`config.mk`:
```
export PLATFORM = sky130hd
export DESIGN_NAME = div_iter
export DESIGN_NICKNAME = d
export VERILOG_FILES = /design/src/rtl/div_iter.sv
export SDC_FILE = /design/constraint.sdc
export NUM_CORES = 1
export LEC_CHECK = 0
export ABC_AREA = 1
export CAP_MARGIN = 40
export CORE_MARGIN = 2
export CORE_UTILIZATION = 55
export CTS_CLUSTER_DIAMETER = 120
export DETAILED_ROUTE_END_ITERATION = 6
export MAX_ROUTING_LAYER = met4
export PLACE_DENSITY = 0.79
export SETUP_SLACK_MARGIN = 0.05
export SLEW_MARGIN = 20
export SYNTH_ARGS = -nofsm -noshare
export SYNTH_HDL_FRONTEND = slang
export SYNTH_SLANG_ARGS = --single-unit
```
`constraint.sdc`:
```
create_clock -name clk_i -period 12.7 [get_ports clk_i]
set_input_delay 2.54 -clock clk_i [delete_from_list [all_inputs] [get_ports clk_i]]
set_output_delay 2.54 -clock clk_i [all_outputs]
set_load 0.02 [all_outputs]
```
`src/rtl/div_iter.sv`:
```
// Iterative radix-2 restoring unsigned divider with a req/ready handshake; one quotient bit per cycle.
// Optional DIV_REUSE_EN: a repeat of the last completed {a, b} pair returns the held result in one cycle.
module div_iter #(
    parameter int unsigned DATA_WIDTH = 32,
    parameter int unsigned CNT_WIDTH  = 6
) (
    input  logic                    clk_i,
    input  logic                    rst_i,
    input  logic                    req_i,
    input  logic [DATA_WIDTH-1:0]   a_i,
    input  logic [DATA_WIDTH-1:0]   b_i,
    input  logic                    is_q_i,
    output logic [2*DATA_WIDTH:0]   result_o,
    output logic                    ready_o
);
    localparam int unsigned W = DATA_WIDTH;

    typedef enum logic [1:0] {IDLE, BUSY, DONE} state_t;

    state_t               state, state_nxt;
    logic [CNT_WIDTH-1:0] cnt;
    logic [W:0]           rem, rem_step, trial;
    logic [W-1:0]         quo, quo_step, dvs;
    logic                 is_q;
    logic                 last_iter;
    logic                 hit;
    logic                 unused_bits;

    // is_q is informational only and rem[W] is always 0 after a restoring step
    assign unused_bits = ^{is_q, rem[W]};

    always_comb begin
        trial     = {rem[W-1:0], quo[W-1]} - {1'b0, dvs};
        last_iter = (cnt == CNT_WIDTH'(W - 1));
        if (!trial[W]) begin
            rem_step = trial;
            quo_step = {quo[W-2:0], 1'b1};
        end else begin
            rem_step = {rem[W-1:0], quo[W-1]};
            quo_step = {quo[W-2:0], 1'b0};
        end
    end

`ifdef DIV_REUSE_EN
    logic [W-1:0] dvd, last_a, last_b;
    logic         last_valid;

    always_comb hit = last_valid && (a_i == last_a) && (b_i == last_b);

    always_ff @(posedge clk_i or posedge rst_i) begin
        if (rst_i) begin
            dvd        <= '0;
            last_a     <= '0;
            last_b     <= '0;
            last_valid <= 1'b0;
        end else begin
            case (state)
                IDLE: if (req_i && !hit) begin
                    dvd <= a_i;
                    if (b_i == '0) begin
                        last_a     <= a_i;
                        last_b     <= b_i;
                        last_valid <= 1'b1;
                    end
                end
                BUSY: if (!req_i) begin
                    last_valid <= 1'b0;
                end else if (last_iter) begin
                    last_a     <= dvd;
                    last_b     <= dvs;
                    last_valid <= 1'b1;
                end
                default: ;
            endcase
        end
    end
`else
    always_comb hit = 1'b0;
`endif

    always_ff @(posedge clk_i or posedge rst_i) begin
        if (rst_i) state <= IDLE;
        else       state <= state_nxt;
    end

    always_comb begin
        state_nxt = state;
        ready_o   = 1'b0;
        case (state)
            IDLE: if (req_i) state_nxt = (hit || b_i == '0) ? DONE : BUSY;
            BUSY: begin
                if (!req_i)         state_nxt = IDLE;
                else if (last_iter) state_nxt = DONE;
            end
            DONE: begin
                ready_o   = 1'b1;
                state_nxt = IDLE;
            end
            default: state_nxt = IDLE;
        endcase
    end

    always_ff @(posedge clk_i or posedge rst_i) begin
        if (rst_i) begin
            cnt      <= '0;
            rem      <= '0;
            quo      <= '0;
            dvs      <= '0;
            is_q     <= 1'b0;
            result_o <= '0;
        end else begin
            case (state)
                IDLE: if (req_i && !hit) begin
                    dvs  <= b_i;
                    is_q <= is_q_i;
                    cnt  <= '0;
                    if (b_i == '0) begin
                        quo      <= '1;
                        rem      <= {1'b0, a_i};
                        result_o <= {a_i, 1'b0, {W{1'b1}}};
                    end else begin
                        rem <= '0;
                        quo <= a_i;
                    end
                end
                BUSY: if (req_i) begin
                    rem <= rem_step;
                    quo <= quo_step;
                    cnt <= cnt + CNT_WIDTH'(1);
                    if (last_iter) result_o <= {rem_step[W-1:0], 1'b0, quo_step};
                end
                default: ;
            endcase
        end
    end
endmodule

```
==> Word level (Yosys, flattened, before mapping) <==
Index checks and enable logic that the tools add are counted.
{ "totals": {"inputBits": 68, "word_cells": 47, "output_inout_bits": 66, "reg_bits": 169} }
{ "op_classes": {"addsub": 2, "n_eq_ne": 8, "n_reduce_logical": 7, "muxes": 24} }
{ "op_table": {"columns": ["cell", "count"], "rows": [
  ["two-way mux 65 bit", 4],
  ["two-way mux 32 bit", 7],
  ["case mux 65 bit (2 select lines)", 1],
  ["case mux 32 bit (2 select lines)", 2],
  ["subtractor 33 x 32 -> 33 bit", 1],
  ["zero test 32 bit", 1],
  ["two-way mux 6 bit", 2],
  ["case mux 6 bit (2 select lines)", 1],
  ["two-way mux 2 bit", 4],
  ["!= test 2 bit (second input constant)", 4],
  ["adder 6 x 1 -> 6 bit (second input constant)", 1],
  ["equality test 6 x 5 -> 1 bit (second input constant)", 1],
  ["AND reduction 5 bit", 1],
  ["case mux 2 bit (2 select lines)", 1],
  ["AND reduction 2 bit", 2],
  ["!= test 3 bit (second input constant)", 1],
  ["AND reduction 3 bit", 1],
  ["equality test 2 x 1 -> 1 bit (second input constant)", 1],
  ["equality test 2 bit (second input constant)", 1],
  ["zero test 2 bit", 1],
  ["two-way mux 1 bit", 2],
  ["nonzero test 2 bit", 1]
]} }

==> Depth between registers and ports, before layout <==
{ "depth": {"word_depth": 5, "ltp_mapped": 19, "depth_no_buf": 18} }

==> Worst setup path before layout <==
Ideal clock, no wire load.
{ "synth_path": {"path_kind": "input port to flip-flop", "from": "input b_i[31]", "to": "register rem[10]", "n_path_buf": 2, "cell_stages": 11, "required_time_ps": 12637, "setup_time_ps": 63, "slack_ps": 8873, "t_arrival_ps": 3765, "cell_sequence": "inv_1 > nand4_1 > nor2_1 > nand2_1 > nor2_1 > buf_2 > clkbuf_1 > a31oi_1 > nand3_1 > nand2_1 > inv_1"} }
{ "synth_via": {"elab_chain_cells": 4} }
{ "synth_rtl": {"columns": ["item", "line_no", "text"], "rows": [
  ["from (decl)", "11", "input logic [DATA_WIDTH-1:0] b_i,"],
  ["zero test 32 bit", "117", "if (b_i == '0) begin"],
  ["two-way mux 32 bit", "117", null],
  ["two-way mux 32 bit", "113", "IDLE: if (req_i && !hit) begin"],
  ["case mux 32 bit (2 select lines)", "112", "case (state)"],
  ["to (signal assigned)", "119", "rem <= {1'b0, a_i};"],
  ["to (signal assigned)", "127", "rem <= rem_step;"],
  ["to (decl)", "22", "logic [W:0] rem, rem_step, trial;"]
]} }
Every way passes these cells. The select of a mux whose other input is x is not followed.
A chain may end at the register's enable or synchronous reset.

==> Final worst setup path <==
{ "layout_path": {"from": "input req_i", "to": "register result_o[34]"} }
{ "layout_via": {"elab_chain_cells": 2, "word_cells_on_any_way": 3, "cone_classes": "2 x eq/ne; 1 x reduce/logical"} }
{ "layout_rtl": {"columns": ["item", "line_no", "text"], "rows": [
  ["from (decl)", "9", "input logic req_i,"],
  ["!= test 2 bit (no source line)", null, null],
  ["AND reduction 5 bit (no source line) *", null, null],
  ["to (signal assigned)", "120", "result_o <= {a_i, 1'b0, {W{1'b1}}};"],
  ["to (signal assigned)", "130", "if (last_iter) result_o <= {rem_step[W-1:0], 1'b0, quo_step};"],
  ["to (decl)", "13", "output logic [2*DATA_WIDTH:0] result_o,"]
]} }
Mark *: on every way between the ends. The rest lies on a longest branch, timed or not.

==> flow_metrics.env <==
export IMPL_regToRegSetupSlack_ns=9.77
export IMPL_synth_warning_count=0
export IMPL_fin_setup_tns_ns=0
export IMPL_timing_fmax_mhz=197
export IMPL_synth_edf_count=0
export IMPL_seq_area_frac_synth=0.379
export IMPL_num_rows=51
export IMPL_die_x_microns=146
export IMPL_layout_worst_path_cycle_share=0.399
export IMPL_grt_pass1_vias=9479
export IMPL_worstRegToRegCells=18
export IMPL_synth_main_ff_cell="sky130_fd_sc_hd__dfrtp_1"
export IMPL_outcome="complete, no violations"
export IMPL_whs_path_depth=2
export IMPL_hold_path_startpoint="result_o[3]"
export IMPL_drv_cap=0
export IMPL_tightestPinTransition_ns=0.830
export IMPL_timing_hold_worst_class="reg2reg"
export IMPL_initial_utilization=0.564
export IMPL_synth_top_cell_by_area="sky130_fd_sc_hd__dfrtp_1"
export IMPL_antenna_found_initial=0
export IMPL_dr_total_vias=10300
export IMPL_number_of_optimization_iterations_in_the_first_detailed_route_pass=5
export IMPL_crit_arrival_ns=5.39
export IMPL_layout_drive_gt1_share=0.0753
export IMPL_most_frequent_cells_after_synthesis="sky130_fd_sc_hd__nand2_1 (424), sky130_fd_sc_hd__inv_1 (272), sky130_fd_sc_hd__dfrtp_1 (168)"
export IMPL_path_buf_inv=5
export IMPL_rsz0062_at_grt="no"
export IMPL_cts_repair_resized=0
export IMPL_setup_viol=0
export IMPL_max_slew_violation_total_from_the_final_report=0
export IMPL_synth_top_cells_by_area="sky130_fd_sc_hd__dfrtp_1 (38%), sky130_fd_sc_hd__nand2_1 (14%), sky130_fd_sc_hd__inv_1 (9.2%), sky130_fd_sc_hd__nand3_1 (5.8%), sky130_fd_sc_hd__o21ai_0 (4.4%)"
export IMPL_top_layer="met4"
export IMPL_layout_cells_non_filler=1939
export IMPL_sum_of_met2_wire_segment_lengths_after_detailed_routing_microns=13300
export IMPL_cpPeakStageDelay_ns=0.67
export IMPL_async_flop_share=1.00
export IMPL_hpwlAfterDp_microns=21700
export IMPL_worst_path_max_delay_cell="sky130_fd_sc_hd__buf_4"
export IMPL_cell_with_the_most_instances_after_synthesis="sky130_fd_sc_hd__nand2_1"
export IMPL_gr_usage_all_layers=0.290
export IMPL_rr_startpoint="quo[31]"
export IMPL_floorplan_io_pins=134
export IMPL_cell_at_the_root_of_the_clock_tree="sky130_fd_sc_hd__clkbuf_16"
export IMPL_critical_path_startpoint_type="input pin"
export IMPL_wire_per_inst_microns=15.3
export IMPL_timing_critical_path_max_delay_family="buffers and inverters"
export IMPL_endpoint_kind="register"
export IMPL_post_cts_hold_buffer_count=0
export IMPL_final_hold_viol_count=0
export IMPL_die_area_sq_um=21300
export IMPL_r2r_end="result_o[49]"
export IMPL_period_needed_ns=5.06
export IMPL_slew_headroom=0.447
export IMPL_grt_first_pass_wirelength_microns=48300
export IMPL_path_class="in2reg"
export IMPL_detail_route_wirelength_microns=29700
export IMPL_place_detailed_instances=1906
export IMPL_netlist_cell_type_count=42
export IMPL_placer_congestion_estimate=0.904
export IMPL_die_h_microns=146
export IMPL_globalRoute_totalOverflow=0
export IMPL_synth_ff_latch_count=168
export IMPL_crit_path_cell_trace="clkdlybuf4s50_1 -> o21ai_4 -> buf_4 -> nor2_1 -> o21ai_4 -> buf_4 -> inv_2 -> or2_2 -> nand2_1 -> inv_1"
export IMPL_core_area_sq_um=19700
export IMPL_synthesis_instances=1566
export IMPL_worst_skew_pair_late_latency_ns=0.43
export IMPL_antenna_cells_inserted=0
export IMPL_synth_net_count=1668
export IMPL_grt_start_max_net_pins=87
export IMPL_critical_path_peak_fanout=72
export IMPL_skew_ns=0.0104
export IMPL_routedLengthMet1_microns=13900
export IMPL_synthesized_cell_area_sq_um=11100
export IMPL_cts_tree="built"
export IMPL_drt_drc_violations_left=0
export IMPL_clk_transition_reported_paths_ns=0.07
export IMPL_synthToLayoutAreaGrowth_pct=18.2
export IMPL_postRouteAntennaNets=0
export IMPL_finalNetCount=1763
export IMPL_h_tree_depth=4
export IMPL_cts_sinks=168
export IMPL_average_size_of_a_mapped_cell_sq_um=7.08
export IMPL_post_cts_setup_buffers=0
export IMPL_drt_iter0_markers=993
export IMPL_number_of_buffers_added_by_the_clock_tree_synthesis_step=17
export IMPL_timing_critical_path_required_ns=13.03
export IMPL_route_detailed_vias_per_inst=5.33
export IMPL_synth_top_area_share=0.379
export IMPL_port_buffers=131
export IMPL_routed_wl_met3_microns=2080
export IMPL_sink_of_the_worst_hold_path="result_o[3]"
export IMPL_cts_buffer_depth=2
cell families after synthesis:
family | Yosys count | share of synthesized area
and+or+nand+nor | 776 | 0.320
AOI/OAI and AO/OA | 221 | 0.112
xor gates and xnor gates | 16 | 0.0126
other | 1 | 0.000338
buffers and inverters | 350 | 0.137
DFF | 168 | 0.379
adders and majority gates | 34 | 0.0390
sequential cells by signal (all words and copies together), names as in the netlist:
signal and flops:
state 2, dvs 32, result_o 64, quo 32, rem 32, cnt 6
layout make-up:
type | instances | area, sq um
Inverter | 282 | 1060
Clock inverter | 14 | 150
Timing Repair Buffer | 144 | 1510
Sequential cell | 168 | 4200
Multi-Input combinational cell | 1048 | 5400
Clock buffer | 18 | 439
Fill cell | 1769 | 6550
Tap cell | 265 | 332
through the flow:
stage	util	hold slack, ns	cell area [sq um]	worst slack, ns
6_report	0.667	0.485	13100	7.64
5_1_grt	0.667	0.503	13100	7.48
4_1_cts	0.665	0.489	13100	7.68
3_5_place_dp	0.635	0.472	12500	7.25
3_3_place_gp	0.629	0.466	12400	7.30
2_1_floorplan	-	0.453	11100	5.61
metal layers:
layer,vias to the layer above,track usage
met3,37,0.0445
met1,4782,0.416
met4,0,0.0680
met2,386,0.437
met5,-,-
li1,5136,-
layout by cell type (no fill, tap or decap), types with 9 or more instances in the layout:
| cell | netlist | routed |
|---|---|---|
| sky130_fd_sc_hd__nand4_1 | 14 | 14 |
| sky130_fd_sc_hd__a31oi_1 | 33 | 33 |
| sky130_fd_sc_hd__nor2_1 | 81 | 79 |
| sky130_fd_sc_hd__inv_2 | 9 | 9 |
| sky130_fd_sc_hd__o21ai_0 | 97 | 97 |
| sky130_fd_sc_hd__a21oi_1 | 53 | 53 |
| sky130_fd_sc_hd__or2_0 | 14 | 14 |
| sky130_fd_sc_hd__clkdlybuf4s50_1 | 0 | 131 |
| sky130_fd_sc_hd__or2_1 | 30 | 30 |
| sky130_fd_sc_hd__xor2_1 | 14 | 14 |
| sky130_fd_sc_hd__nand2_1 | 424 | 423 |
| sky130_fd_sc_hd__dfrtp_1 | 168 | 168 |
| sky130_fd_sc_hd__inv_1 | 272 | 271 |
| sky130_fd_sc_hd__nand3_1 | 129 | 129 |
| sky130_fd_sc_hd__nor3_1 | 11 | 11 |
| sky130_fd_sc_hd__or2_2 | 19 | 19 |
| sky130_fd_sc_hd__nand3_2 | 30 | 30 |
| sky130_fd_sc_hd__o31ai_1 | 32 | 32 |
| sky130_fd_sc_hd__clkbuf_16 | 0 | 17 |
| sky130_fd_sc_hd__nand2_2 | 9 | 10 |
| sky130_fd_sc_hd__ha_1 | 33 | 33 |
worst reg2reg max path, cell delays in order (launching register included):
cell                      delay [ns]
sky130_fd_sc_hd__dfrtp_1        0.37
sky130_fd_sc_hd__inv_1          0.10
sky130_fd_sc_hd__ha_1           0.24
sky130_fd_sc_hd__fa_1           0.41
sky130_fd_sc_hd__inv_1          0.09
sky130_fd_sc_hd__nand2_1        0.05
sky130_fd_sc_hd__nand2_1        0.07
sky130_fd_sc_hd__nand3_1        0.10
sky130_fd_sc_hd__nand2_1        0.20
sky130_fd_sc_hd__nand2_2        0.07
sky130_fd_sc_hd__nand2_2        0.09
sky130_fd_sc_hd__nand2_2        0.08
sky130_fd_sc_hd__nand2_2        0.08
sky130_fd_sc_hd__nand2_2        0.06
sky130_fd_sc_hd__nand2_4        0.40
sky130_fd_sc_hd__nand3_1        0.18
sky130_fd_sc_hd__nand3_1        0.20
sky130_fd_sc_hd__nand2_1        0.07
sky130_fd_sc_hd__inv_1          0.05
how the worst max path moves through the flow:
stage	start	to	cells past startpoint
floorplan	rst_i	cnt[0]	1
global placement	req_i	result_o[35]	10
detailed placement	req_i	result_o[50]	10
CTS	req_i	result_o[46]	10
global route	req_i	result_o[46]	10
finish	req_i	result_o[34]	10
Power is left out: the tool's default activity adds up to more than one toggle a clock period on the data nets, which glitch-free logic cannot reach.
